`src/rtl/bht_predictor.sv`:
```
// Branch history table: a direct-mapped array of saturating up/down counters
// read by fetch (predict port) and trained by execute (update port).
`timescale 1ns/1ps

// Per-entry counter (2-bit case), taken moves right, not-taken moves left:
//   state | meaning
//   00    | strongly not taken (self-loop on not-taken)
//   01    | weakly not taken (reset value)
//   10    | weakly taken
//   11    | strongly taken (self-loop on taken)
module bht_predictor #(
    parameter int INDEX_BITS = 6,
    parameter int CTR_WIDTH  = 2,
    parameter int XLEN       = 32
) (
    input  logic                  clk,
    input  logic                  reset,
    input  logic                  predict_req,
    input  logic [XLEN-1:0]       predict_pc,
    output logic                  predict_valid,
    output logic                  predict_taken,
    output logic [INDEX_BITS-1:0] predict_index,
    input  logic                  update_valid,
    input  logic [XLEN-1:0]       update_pc,
    input  logic                  update_taken,
    output logic [15:0]           mispredict_count
);

    localparam int ENTRIES = 1 << INDEX_BITS;
    localparam logic [CTR_WIDTH-1:0] CTR_MAX  = {CTR_WIDTH{1'b1}};
    localparam logic [CTR_WIDTH-1:0] CTR_MIN  = {CTR_WIDTH{1'b0}};
    localparam logic [CTR_WIDTH-1:0] CTR_ONE  = {{(CTR_WIDTH-1){1'b0}}, 1'b1};
    localparam logic [CTR_WIDTH-1:0] CTR_INIT = {1'b0, {(CTR_WIDTH-1){1'b1}}};

    logic [CTR_WIDTH-1:0]  ctr_table [ENTRIES];
    logic [INDEX_BITS-1:0] pred_idx;
    logic [INDEX_BITS-1:0] upd_idx;
    logic [CTR_WIDTH-1:0]  upd_cur;
    logic [CTR_WIDTH-1:0]  upd_next;
    logic [CTR_WIDTH-1:0]  pred_ctr;
    logic                  upd_mispredict;
    logic                  unused_pc_bits;

    // Word-aligned PCs: bits [1:0] never select an entry, and there are no tags.
    assign pred_idx = predict_pc[INDEX_BITS+1:2];
    assign upd_idx  = update_pc[INDEX_BITS+1:2];
    assign unused_pc_bits = ^{predict_pc[XLEN-1:INDEX_BITS+2], predict_pc[1:0],
                              update_pc[XLEN-1:INDEX_BITS+2], update_pc[1:0]};

    assign upd_cur        = ctr_table[upd_idx];
    assign upd_mispredict = upd_cur[CTR_WIDTH-1] != update_taken;

    always_comb begin
        upd_next = upd_cur;
        if (update_taken && upd_cur != CTR_MAX)
            upd_next = upd_cur + CTR_ONE;
        else if (!update_taken && upd_cur != CTR_MIN)
            upd_next = upd_cur - CTR_ONE;
    end

    // Write-first: a same-cycle update to the predicted entry is visible to fetch.
    assign pred_ctr = (update_valid && upd_idx == pred_idx) ? upd_next : ctr_table[pred_idx];

    always_ff @(posedge clk or posedge reset) begin
        if (reset) begin
            for (int i = 0; i < ENTRIES; i++)
                ctr_table[i] <= CTR_INIT;
            predict_valid    <= 1'b0;
            predict_taken    <= 1'b0;
            predict_index    <= '0;
            mispredict_count <= 16'd0;
        end else begin
            if (update_valid) begin
                ctr_table[upd_idx] <= upd_next;
                if (upd_mispredict && mispredict_count != 16'hFFFF)
                    mispredict_count <= mispredict_count + 16'd1;
            end
            predict_valid <= predict_req;
            if (predict_req) begin
                predict_taken <= pred_ctr[CTR_WIDTH-1];
                predict_index <= pred_idx;
            end
        end
    end

endmodule

```
`config.mk`:
```
export PLATFORM = sky130hd
export DESIGN_NAME = bht_predictor
export DESIGN_NICKNAME = d
export VERILOG_FILES = /design/src/rtl/bht_predictor.sv
export SDC_FILE = /design/constraint.sdc
export NUM_CORES = 1
export LEC_CHECK = 0
export BUFFER_PORTS_ARGS = -buffer_cell sky130_fd_sc_hd__buf_2
export CORE_UTILIZATION = 59
export CTS_CLUSTER_SIZE = 14
export DETAILED_ROUTE_END_ITERATION = 12
export PLACE_DENSITY = 0.87
export SLEW_MARGIN = 20
export SYNTH_ARGS = -nofsm -noshare
export SYNTH_HDL_FRONTEND = slang
export SYNTH_SLANG_ARGS = --single-unit
```
`constraint.sdc`:
```
create_clock -name clk -period 6 [get_ports clk]
set_input_delay 0.3 -clock clk [delete_from_list [all_inputs] [get_ports clk]]
set_output_delay 0.3 -clock clk [all_outputs]
set_load 0.03 [all_outputs]
```
# Word-level counts from Yosys, hierarchy flattened
# Cells that the tools add are included.
# totals
output_inout_bits,24
ramBits,0
ff_bits,152
n_memories,0
in_bits,69
latch_bits,0
rom_bits,0
elab_cells,100
# classes
n_mul,0
muxes,12
eq_ne,4
add_sub_neg,3
order_cmp,3
n_shift,0
bitwise,2
n_reduce_logical,8
div_mod_pow,0
# ops
op,count
$bwmux 128,1
$bmux 2 s6,2
$add 16x1->16 const B,1
$mux 2,8
$ne 16x16->1 const B,1
$ge 7x7->1 const B,2
$not 6->7,2
$demux 2 s6,1
$lt 7x1->1 const B,1
$eq 6x6->1,1
$logic_and 1x1->1,5
$add 2x1->2 const B,1
$ne 2x2->1 const B,1
$reduce_and 2->1,1
$reduce_bool 2->1,1
$sub 2x1->2 const B,1
$logic_not 1->1,1
$ne 1x1->1,1

# Longest topological paths before layout
# Gate-level depths: netlist of run 1.
# depth
depth_word,9
depth_mapped,17
depth_no_buf,12

# Least setup slack after synthesis of run 1
# Ideal clock, no wire load.
# synth_path
kind,input to register
from,input update_pc[2]
to,register ctr_table[100] (netlist bit)
t_required_ns,5.918
setup_slack_ns,2.863
path_stages,14
setup_time_ns,0.082
path_buffers,3
arrival_ns,3.055
path_cell_list,buf_6 > buf_8 > nor2b_1 > a221oi_1 > nor2_1 > o21ai_1 > nand4_1 > or3_4 > ha_1 > nand2_1 > a21boi_0 > xor2_4 > buf_6 > mux2_2
# synth_between
elab_chain_len,9
word_cells_on_any_way,18
classes_between,add/sub: 2; order compare: 2; eq/ne: 1; mux: 8; bitwise: 1; reduce/logical: 4
# synth_rtl
item,line_no,source
from (decl),24,"input logic [XLEN-1:0] update_pc,"
$not 6->7 (not written as such) (*),"50, 74",
"parallel branches: the longest is 7 deep, another holds $sub 2x1->2",n/a,
$bwmux 128 (*),74,ctr_table[upd_idx] <= upd_next;
"to (signal, indexed assignment)",74,
to (decl),35,logic [CTR_WIDTH-1:0] ctr_table [ENTRIES];
# Every way passes the cells marked *. The select of a mux whose other input is x is not followed.
# A chain may end at the register's enable or synchronous reset.

# Worst setup path in the final report of run 1
# layout_path
from,input update_pc[4]
to,register ctr_table[62] (netlist bit)
# The elaborated chain is that of the path after synthesis.

==> results of run 1 <==
[logic make-up (layout without fill, tap and decap cells)]
| group | Yosys count | after routing | synth area share, % |
|---|---|---|---|
| simple gates | 165 | 165 | 9.91 |
| xor+xnor | 22 | 22 | 2.57 |
| buf+inv | 48 | 82 | 4.10 |
| other cells | 0 | 1 | 0 |
| fa+ha+maj | 3 | 3 | 0.457 |
| compound gates | 58 | 58 | 5.06 |
| flops | 152 | 152 | 47.3 |
| mux | 191 | 191 | 30.6 |
[cells in the mapped netlist (all sizes together) (13+ instances only)]
master,n
dfstp,64
nand3,14
mux2i,23
o21ai,13
mux4,30
buf,28
nand2,48
dfrtp,88
a221oi,17
mux2,138
clkbuf,15
xnor2,17
nor2,47
[power by group]
part | leakage, nW | total [mW] | switching [mW] | internal, mW
logic | 1.76 | 0.716 | 0.377 | 0.339
clock network | 0.281 | 1.07 | 0.451 | 0.621
registers | 1.82 | 1.48 | 0.156 | 1.32
[cell usage in the layout, fill, tap and decap left out, types with 6 or more instances in the layout]
cell	count
a21oi_1	7
a221oi_1	16
a22oi_1	7
and3_1	9
buf_2	40
clkbuf_16	17
dfrtp_1	88
dfstp_2	64
inv_6	6
mux2_2	138
mux2i_1	23
mux4_1	15
mux4_2	15
nand2_1	48
nand3_1	14
nand4_1	9
nor2_1	46
nor2b_1	7
o21ai_0	9
xnor2_1	17
[state kept, by name (all words and copies together), names as in the netlist]
name              count
mispredict_count     16
predict_taken         1
predict_valid         1
ctr_table           128
predict_index         6
[worst max-delay path by stage]
stage,end,slack (ns),cells after the start
final,ctr_table[62],1.53,13
after global placement,ctr_table[20],1.40,13
after floorplan,ctr_table[101],1.71,1
after global routing,ctr_table[32],1.46,13
after CTS,ctr_table[16],1.71,13
after detailed placement,ctr_table[104],1.21,13
[critical path: cells and delay by family]
| family | cells | cell delay (ns) |
|---|---|---|
| AND/OR/NAND/NOR | 4 | 1.25 |
| multiplexers | 1 | 0.29 |
| adder cells (fa/ha/maj) | 1 | 0.24 |
| XOR/XNOR | 1 | 0.16 |
| buffers and inverters | 2 | 1.15 |
| AO/OA/AOI/OAI | 4 | 1.40 |
[layout make-up]
class / instances / area [um2] / area share [%]
well taps: 176 / 220 / 2.46
repair buffers: 45 / 238 / 2.65
flip-flops and latches: 152 / 3880 / 43.3
clock buffers: 17 / 425 / 4.74
multi-input cells: 439 / 4010 / 44.7
clock inverters: 15 / 170 / 1.90
inverters: 5 / 23.8 / 0.265
diodes: 1 / 2.50 / 0.0279
[layer usage]
| metal | wire [um] | global-route usage (%) | up-vias |
|---|---|---|---|
| met4 | 685 | 11.5 | 0 |
| met1 | 7730 | 38.0 | 2928 |
| met2 | 9750 | 48.5 | 329 |
| li1 | - | - | 2424 |
| met3 | 1890 | 8.08 | 60 |
| met5 | 0 | 0 | - |
[stage by stage]
step | std cells | power (mW) | cell area [um2]
finish | 850 | 3.26 | 8970
global route | 849 | 3.39 | 8970
detailed placement | 817 | 2.19 | 8370
global placement | 817 | 2.14 | 8370
floorplan | 639 | 2.03 | 8220
CTS | 849 | 3.26 | 8970
==> impl_metrics.tcl, run 1 <==
set metrics [dict create \
    cts_sinks 152 \
    avgSynthCellArea_um2 12.9 \
    setup_tns_ns 0 \
    core_area_um2 13400 \
    clkLatencyLatePin_ns 0.43 \
    leakagePower_nw 3.86 \
    synth_top_area_share_pct 26.8 \
    initial_core_util_pct 61.3 \
    max_freq_ghz 0.224 \
    slowest_delay_ns 0.62 \
    reg2reg_slack_ns 2.19 \
    grt-ovfl-total 0 \
    clk_path_buf_depth 2 \
    utilization_pct 66.9 \
    ys_seq_area_share_pct 47.3 \
    routed_wl_um 20100 \
    worstReg2RegEnd "ctr_table[62]" \
    num_vias 5741 \
    arrival_ns 4.84 \
    hp-class "input pin to asynchronous set/reset pin" \
    drive_above_1_share_pct 45.0 \
    rows 42 \
    p_per_area_nw_per_um2 364 \
    worst_setup_path_start_kind "input pin" \
    antenna_found_initial 0 \
    htree_num_levels 4 \
    clk_pin_slew_worst_paths_ns 0.06 \
    ant_nets 0 \
    maxSlewHeadroom_pct 25.0 \
    ys_dominant_reg_cell "dfrtp_1" \
    async_flop_share_pct 100 \
    worst_hold_slack_ns 0.0657 \
    numCtsBuffers 17 \
    cts.root.buffer_cell "clkbuf_16" \
    yosys-top-cells-area "dfrtp_1 (27%), dfstp_2 (20%), mux2_2 (19%), mux4_1 (4.8%), mux4_2 (4.1%)" \
    layout-area-overhead-vs-synth_pct 9.18 \
    ys_ff_latch 152 \
    drv_slew 0 \
    critPathMaxFanout 64 \
    grt_pass1_wl_um 32200 \
    final-setup-viol-count 0 \
    fin_worst_skew_ns 0.00508 \
    worst_pin_slew_ns 1.12 \
    worstReg2RegStart "ctr_table[70]" \
    die_area_um2 14400 \
    cts-resized-gates 0 \
    dr.first_iter.drc_count 730 \
    syn-cell-area_um2 8220 \
    fillers 948 \
    syn_nets 711 \
    cts_setup_buffers 0 \
    port_buffers 40 \
    first_global_vias 5920 \
    hpwl_um 12400 \
    cp.required_ns 6.37 \
    crit_chain "buf_2, nor2_1, a221oi_1, a21oi_1, o21ai_0, nand4_1, or3_4, ha_1, nand2_1, a21boi_0, xor2_4, buf_4, mux2_2" \
    finalCritPeriodShare_pct 74.5 \
    drc 0 \
    hold_viol 0 \
    critPathKind "input pin to flip-flop" \
    crit_path_end_kind "flip-flop" \
    synth_warnings 0 \
    status "complete, no violations" \
    vias_per_cell 6.75 \
    synthCells 639 \
    cp-startpoint "update_pc[4]" \
    cts_hold_buf 0 \
    cts_tree "done" \
    synth_top_cell_by_area "dfrtp_1" \
    pre_cts_slack_ns 1.21 \
    fin_ws_ns 1.53 \
    ir_drop_v 0.000260 \
    num_io_pins 93 \
    fin_nets 732 \
    firstDrtPassIters 6 \
    die_w_um 120 \
    post-route-min-period_ns 4.47 \
    die_h_um 120 \
    worstRegToRegCells 11 \
    maxCapViolCount 0 \
    gp_congestion 0.859 \
    synth.distinct_cells 56 \
    rsz0062_at_grt "no" \
    grt_use_total_pct 29.8 \
    synth-edff-count 0 \
    wl_per_cell_um 23.6 \
    grt_max_degree 100 \
    slowest_stage "buf_2" \
]
(Power assumes the default switching activity.)
==> run 2, diff against run 1 <==
--- a/config.mk
+++ b/config.mk
@@ -5,11 +5,12 @@
 export SDC_FILE = /design/constraint.sdc
 export NUM_CORES = 1
 export LEC_CHECK = 0
+export ABC_AREA = 1
 export BUFFER_PORTS_ARGS = -buffer_cell sky130_fd_sc_hd__buf_2
-export CORE_UTILIZATION = 59
+export CORE_UTILIZATION = 54
 export CTS_CLUSTER_SIZE = 14
 export DETAILED_ROUTE_END_ITERATION = 12
-export PLACE_DENSITY = 0.87
+export PLACE_DENSITY = 0.84
 export SLEW_MARGIN = 20
 export SYNTH_ARGS = -nofsm -noshare
 export SYNTH_HDL_FRONTEND = slang
==> constraint.sdc (replaced) <==
create_clock -name clk -period 3.9 [get_ports clk]
set_input_delay 0.195 -clock clk [delete_from_list [all_inputs] [get_ports clk]]
set_output_delay 0.195 -clock clk [all_outputs]
set_load 0.03 [all_outputs]
==> run 2 against run 1 <==
The flow now finishes with violations (hold timing). Sequential power up 41%. Final cell count up 88%. Sequential cell count unchanged. Register-to-register slack worse by 1.2 ns. First-iteration DRC count up 50%. Routed wire length up 30%. Count of clock-buffer cells in the layout up 1. Synthesized cell count up 110%. Global-route usage up 1.7 points. Largest cell class unchanged. Highest routed layer unchanged.
==> impl_metrics.tcl, run 2 <==
set metrics [dict create \
    switchingPower_mw 1.53 \
    p_per_area_nw_per_um2 469 \
    internal_power_mw 3.16 \
    wl_per_cell_um 16.4 \
    die_area_um2 17200 \
    ys_top_cells_by_count "nand2_1 (507), inv_1 (177), nand3_1 (165)" \
    async_flop_share_pct 100 \
    ys_ff_latch 152 \
    vias_per_cell 5.64 \
    layout_commonest_cell "nand2_1" \
    routed_wl_um 26100 \
    cp_top_family "simple AND/OR/NAND/NOR gates" \
    hp-class "input pin to asynchronous set/reset pin" \
    crit_chain "buf_2, inv_1, nor2_2, nand2_1, inv_2, nand2_1, nand2_1, nor2_1, nand2_1, nand2_1, nand2_1, nor2_1, nand2_2, inv_1, ha_1, nor2_1, nor2_1, nand3_2, buf_4, nand3_1, nand2_1" \
    max_freq_ghz 0.328 \
    worstReg2RegStart "ctr_table[4]" \
    fin_nets 1437 \
    ys_seq_area_share_pct 43.0 \
    die_h_um 131 \
    crit_top_cell "nand2_1" \
    cp.required_ns 4.28 \
    synth_top_area_share_pct 24.4 \
    pre_cts_slack_ns 0.518 \
    ant_nets 0 \
    slowest_stage "buf_4" \
    diodes 0 \
    numCtsBuffers 17 \
    synth-edff-count 0 \
    yosys-top-cells-area "dfrtp_1 (24%), nand2_1 (21%), dfstp_2 (19%), nand3_1 (9.1%), inv_1 (7.4%)" \
    reg.largest.list "ctr_table: 128 flops, mispredict_count: 16 flops, predict_index: 6 flops" \
    grt_use_total_pct 31.5 \
    worst_hold_slack_ns -0.0590 \
    grt-ovfl-total 0 \
    worst_setup_path_start_kind "input pin" \
    p_comb_share_pct 20.1 \
    maxSlewHeadroom_pct 24.9 \
    avgSynthCellArea_um2 6.73 \
    cp-startpoint "update_pc[4]" \
    synth_warnings 0 \
    setup_tns_ns 0 \
    drc 0 \
    syn-cell-area_um2 9030 \
    ir_drop_v 0.000296 \
    syn_nets 1413 \
    die_w_um 131 \
    cts-resized-gates 0 \
    drv_slew 0 \
    final-setup-viol-count 0 \
    yosysMostFrequentCell "nand2_1" \
    final_area_um2 10000 \
    synth.distinct_cells 31 \
    most-common-layout-cells "nand2_1 (507), inv_1 (176), nand3_1 (165)" \
    cts_setup_buffers 0 \
    drive_above_1_share_pct 12.7 \
    cts_tree "done" \
    cts_sinks 152 \
    power_switching_share_pct 32.6 \
    clk_pin_slew_worst_paths_ns 0.07 \
    antenna_found_initial 0 \
    arrival_ns 3.42 \
    gp_congestion 0.921 \
    violations "hold timing" \
    firstDrtPassIters 6 \
    critPathMaxFanout 46 \
    maxCapViolCount 0 \
    path_buf_inv 5 \
    crit_path_end_kind "flip-flop" \
    rows 46 \
    clkLatencyLatePin_ns 0.44 \
    clock_power_share_pct 35.5 \
    ys_dominant_reg_cell "dfrtp_1" \
    grt_max_degree 153 \
    leakagePower_nw 4.81 \
    synth_top_cell_by_area "dfrtp_1" \
    synthCells 1341 \
    core_area_um2 16100 \
    slowest_delay_ns 0.48 \
    first_global_vias 8587 \
    finalCritPeriodShare_pct 78.1 \
    largest_reg_flops 128 \
    status "complete, but fails checks" \
    placed_cells 1561 \
    rsz0062_at_grt "no" \
    top_register "ctr_table" \
    worst_pin_slew_ns 1.13 \
    critPathKind "input pin to flip-flop" \
    fin_worst_skew_ns 0.0101 \
    hold_viol 22 \
    hpwl_um 16900 \
    clk_path_buf_depth 2 \
    dr.first_iter.drc_count 1092 \
    post-route-min-period_ns 3.05 \
    fin_ws_ns 0.855 \
    layout-area-overhead-vs-synth_pct 10.9 \
    dpl_cell_area_um2 9420 \
    port_buffers 40 \
    grt_pass1_wl_um 42600 \
    htree_num_levels 4 \
    power.share.sequential_pct 44.4 \
    num_io_pins 93 \
    cts.root.buffer_cell "clkbuf_16" \
    fin_cells 1594 \
    num_vias 8993 \
    initial_core_util_pct 56.0 \
]
## run 2: changes by cell type after synthesis, sizes merged, moves of 23 or more
cell	previous run	this run
inv	4	184
mux2	138	0
mux2i	23	0
mux4	30	0
nand2	48	514
nand3	14	166
nor2	47	97
o21ai	13	90
## run 2: power groups by stage
stage	sequential (mW)	clock, mW	combinational, mW
floorplan	2.10	0	0.632
global placement	2.09	0	0.896
detailed placement	2.10	0	0.927
CTS	2.08	1.67	0.933
global route	2.11	1.74	1.06
finish	2.08	1.67	0.945
## run 2: final cells by class
cell class	count	area [um2]
inverters	184	694
clock inverters	14	149
clock buffers	18	439
repair buffers	58	413
fillers	1433	6100
multi-input cells	952	4160
well taps	216	270
flip-flops and latches	152	3880
## run 2: logic make-up after synthesis
kind of cell | Yosys count | synth area share (%)
buf+inv | 237 | 10.9
fa+ha+maj | 3 | 0.416
xor+xnor | 15 | 1.46
flops | 152 | 43.0
simple gates | 818 | 37.7
compound gates | 116 | 6.51
## run 2: final timing paths
kind | end | slack, ns | depth (start not counted)
setup / recovery | ctr_table[90] | 0.85 | 21
hold / removal | mispredict_count[2] | -0.06 | 3
setup reg to reg | ctr_table[90] | 0.98 | 16
hold reg to reg | ctr_table[68] | 0.47 | 2
max in group asynchronous | ctr_table[121] | 3.26 | 3
min in group clk | predict_index[5] | 0.10 | 3
## run 2: worst min-delay path, delay by kind of cell
kind	cells	cell delay [ns]
buffers and inverters	3	0.71
## run 2: routing by layer
metal / up-vias / part of all wire (%) / track usage [%]
met5: - / 0 / 0
met4: 0 / 4.7 / 18.0
met3: 122 / 11 / 7.83
met2: 548 / 44 / 48.0
met1: 4094 / 40 / 40.9
li1: 4229 / - / -
## run 2: through the flow
stage | total power [mW] | utilization [%]
after floorplan | 2.74 | -
after global placement | 2.99 | 58.4
after detailed placement | 3.03 | 58.4
after CTS | 4.68 | 62.1
after global routing | 4.91 | 62.1
final | 4.70 | 62.1
## run 2: what timing repair did
action / 4_1_cts / 5_1_grt
hold buffers: 1 / 0
hold endpoints to repair: 1 / 0
endpoints found under the setup margin: 0 / 0
==> run 3, diff against run 2 <==
--- a/config.mk
+++ b/config.mk
@@ -7,10 +7,10 @@
 export LEC_CHECK = 0
 export ABC_AREA = 1
 export BUFFER_PORTS_ARGS = -buffer_cell sky130_fd_sc_hd__buf_2
-export CORE_UTILIZATION = 54
+export CORE_UTILIZATION = 60
 export CTS_CLUSTER_SIZE = 14
 export DETAILED_ROUTE_END_ITERATION = 12
-export PLACE_DENSITY = 0.84
+export PLACE_DENSITY = 0.88
 export SLEW_MARGIN = 20
 export SYNTH_ARGS = -nofsm -noshare
 export SYNTH_HDL_FRONTEND = slang
==> constraint.sdc (replaced) <==
create_clock -name clk -period 3.1 [get_ports clk]
set_input_delay 0.155 -clock clk [delete_from_list [all_inputs] [get_ports clk]]
set_output_delay 0.155 -clock clk [all_outputs]
set_load 0.03 [all_outputs]
==> run 3 against run 2 <==
The run still ends with hold timing left. Critical path depth down 3. Sequential cell count is the same. Total power up 26%. Largest power group unchanged. Highest routed layer unchanged.
==> impl_metrics.tcl, run 3 (synthesis results as in run 2) <==
set metrics [dict create \
    grt-ovfl-total 0 \
    p_per_area_nw_per_um2 587 \
    utilization_pct 68.8 \
    dr.first_iter.drc_count 1375 \
    numCtsBuffers 17 \
    fin_worst_skew_ns 0.00996 \
    setup_tns_ns 0 \
    ir_drop_v 0.000450 \
    clk_pin_slew_worst_paths_ns 0.07 \
    critPathMaxFanout 24 \
    first_global_vias 8772 \
    max_freq_ghz 0.366 \
    arrival_ns 3.07 \
    routed_wl_um 26600 \
    rows 44 \
    port_buffers 40 \
    cts_tree "done" \
    drc 0 \
    crit_top_cell "nand2_1" \
    power_switching_share_pct 32.5 \
    status "complete, but fails checks" \
    hp-class "input pin to asynchronous set/reset pin" \
    worst_hold_slack_ns -0.0281 \
    grt_max_degree 153 \
    top_register "ctr_table" \
    internal_power_mw 3.98 \
    grt_pass1_wl_um 43900 \
    worst_pin_slew_ns 1.02 \
    cts-resized-gates 0 \
    fin_ws_ns 0.367 \
    die_h_um 125 \
    rsz0062_at_grt "no" \
    num_io_pins 93 \
    pre_cts_slack_ns 0.133 \
    most-common-layout-cells "nand2_1 (507), inv_1 (176), nand3_1 (165)" \
    drive_above_1_share_pct 13.2 \
    die_area_um2 15500 \
    crit_path_end_kind "flip-flop" \
    largest_reg_flops 128 \
    violations "hold timing" \
    firstDrtPassIters 6 \
    slowest_stage "dfstp_2" \
    hold_viol 37 \
    num_vias 9111 \
    crit_chain "nand2_1, a21oi_1, o21ai_0, nand2_1, nand2_1, nand2_1, nor2_1, nand2_2, inv_1, ha_1, inv_1, a21oi_1, nand2_1, nand2_2, buf_4, nand2_1, nand2_1, nand2_1" \
    clkLatencyLatePin_ns 0.44 \
    cts_setup_buffers 0 \
    ant_nets 0 \
    maxCapViolCount 0 \
    leakagePower_nw 4.86 \
    final-setup-viol-count 0 \
    wl_per_cell_um 16.9 \
    core_area_um2 14600 \
    maxSlewHeadroom_pct 32.1 \
    clk_path_buf_depth 2 \
    p_comb_share_pct 20.6 \
    clock_power_share_pct 34.9 \
    reg.largest.list "ctr_table: 128 flops, mispredict_count: 16 flops, predict_index: 6 flops" \
    power.share.sequential_pct 44.5 \
    drv_slew 0 \
    htree_num_levels 4 \
    worst_setup_path_start_kind "flip-flop" \
    switchingPower_mw 1.92 \
    cts.root.buffer_cell "clkbuf_16" \
    cp.required_ns 3.44 \
    antenna_found_initial 0 \
    finalCritPeriodShare_pct 88.2 \
    die_w_um 125 \
    vias_per_cell 5.80 \
    gp_congestion 0.995 \
    cts_sinks 152 \
    layout_commonest_cell "nand2_1" \
    post-route-min-period_ns 2.73 \
    layout-area-overhead-vs-synth_pct 11.2 \
    slowest_delay_ns 0.53 \
    critPathKind "flip-flop to flip-flop" \
    fin_nets 1446 \
    hpwl_um 17200 \
    grt_use_total_pct 36.0 \
    diodes 0 \
    initial_core_util_pct 61.9 \
]
==> run 3: cell types whose count changed in the layout (fill, tap and decap cells not counted), sizes merged <==
cell,previous run,this run
buf,57,66
inv,186,183
clkbuf,18,19
clkinv,6,8
==> run 3: critical path, delay by kind of cell (launching register included) <==
kind | cells | cell delay [ns]
AO/OA/AOI/OAI | 3 | 0.58
flip-flops | 1 | 0.53
buffers and inverters | 3 | 0.37
adder cells (fa/ha/maj) | 1 | 0.26
AND/OR/NAND/NOR | 11 | 0.89
==> run 3: per-stage QoR <==
step,instance area [um2],instances,total power [mW]
2_1_floorplan,9030,1341,3.44
3_3_place_gp,9460,1538,3.77
3_5_place_dp,9460,1538,3.82
4_1_cts,10000,1571,5.87
5_1_grt,10000,1571,6.15
6_report,10000,1571,5.89
==> run 3: power by group through the flow <==
| stage | clock [mW] | combinational, mW | sequential [mW] |
|---|---|---|---|
| after floorplan | 0 | 0.795 | 2.65 |
| after global placement | 0 | 1.14 | 2.63 |
| after detailed placement | 0 | 1.18 | 2.64 |
| after CTS | 2.07 | 1.19 | 2.61 |
| after global routing | 2.13 | 1.36 | 2.66 |
| final | 2.05 | 1.22 | 2.62 |
==> run 3: final timing paths <==
check                              start          endpoint  slack, ns  depth (start not counted)
max                         ctr_table[4]     predict_taken       0.37                         18
min                                reset    ctr_table[127]      -0.03                          3
max reg2reg                 ctr_table[4]     predict_taken       0.37                         18
min reg2reg                ctr_table[56]     ctr_table[56]       0.47                          2
max in group asynchronous          reset      ctr_table[5]       2.56                          3
min in group clk           predict_pc[7]  predict_index[5]       0.04                          3
==> run 3: area by class of cell <==
type                       count  area (um2)
clock inverter                13         130
tap                          184         230
clock buffer                  19         443
sequential                   152        3880
fill                        1134        4550
multi-input combinational    952        4160
inverter                     184         694
timing repair buffer          67         493
==> run 3: per-layer routing <==
layer	wire length [um]	track usage, %	vias to the layer above
li1	-	-	4243
met1	10100	46.3	4130
met2	11700	53.9	611
met3	3460	11.2	127
met4	1310	20.1	0
met5	0	0	-
==> run 3: timing repair <==
item,in CTS,in global routing
hold buffers,1,0
hold endpoints to repair,1,0
setup endpoints to repair,0,0
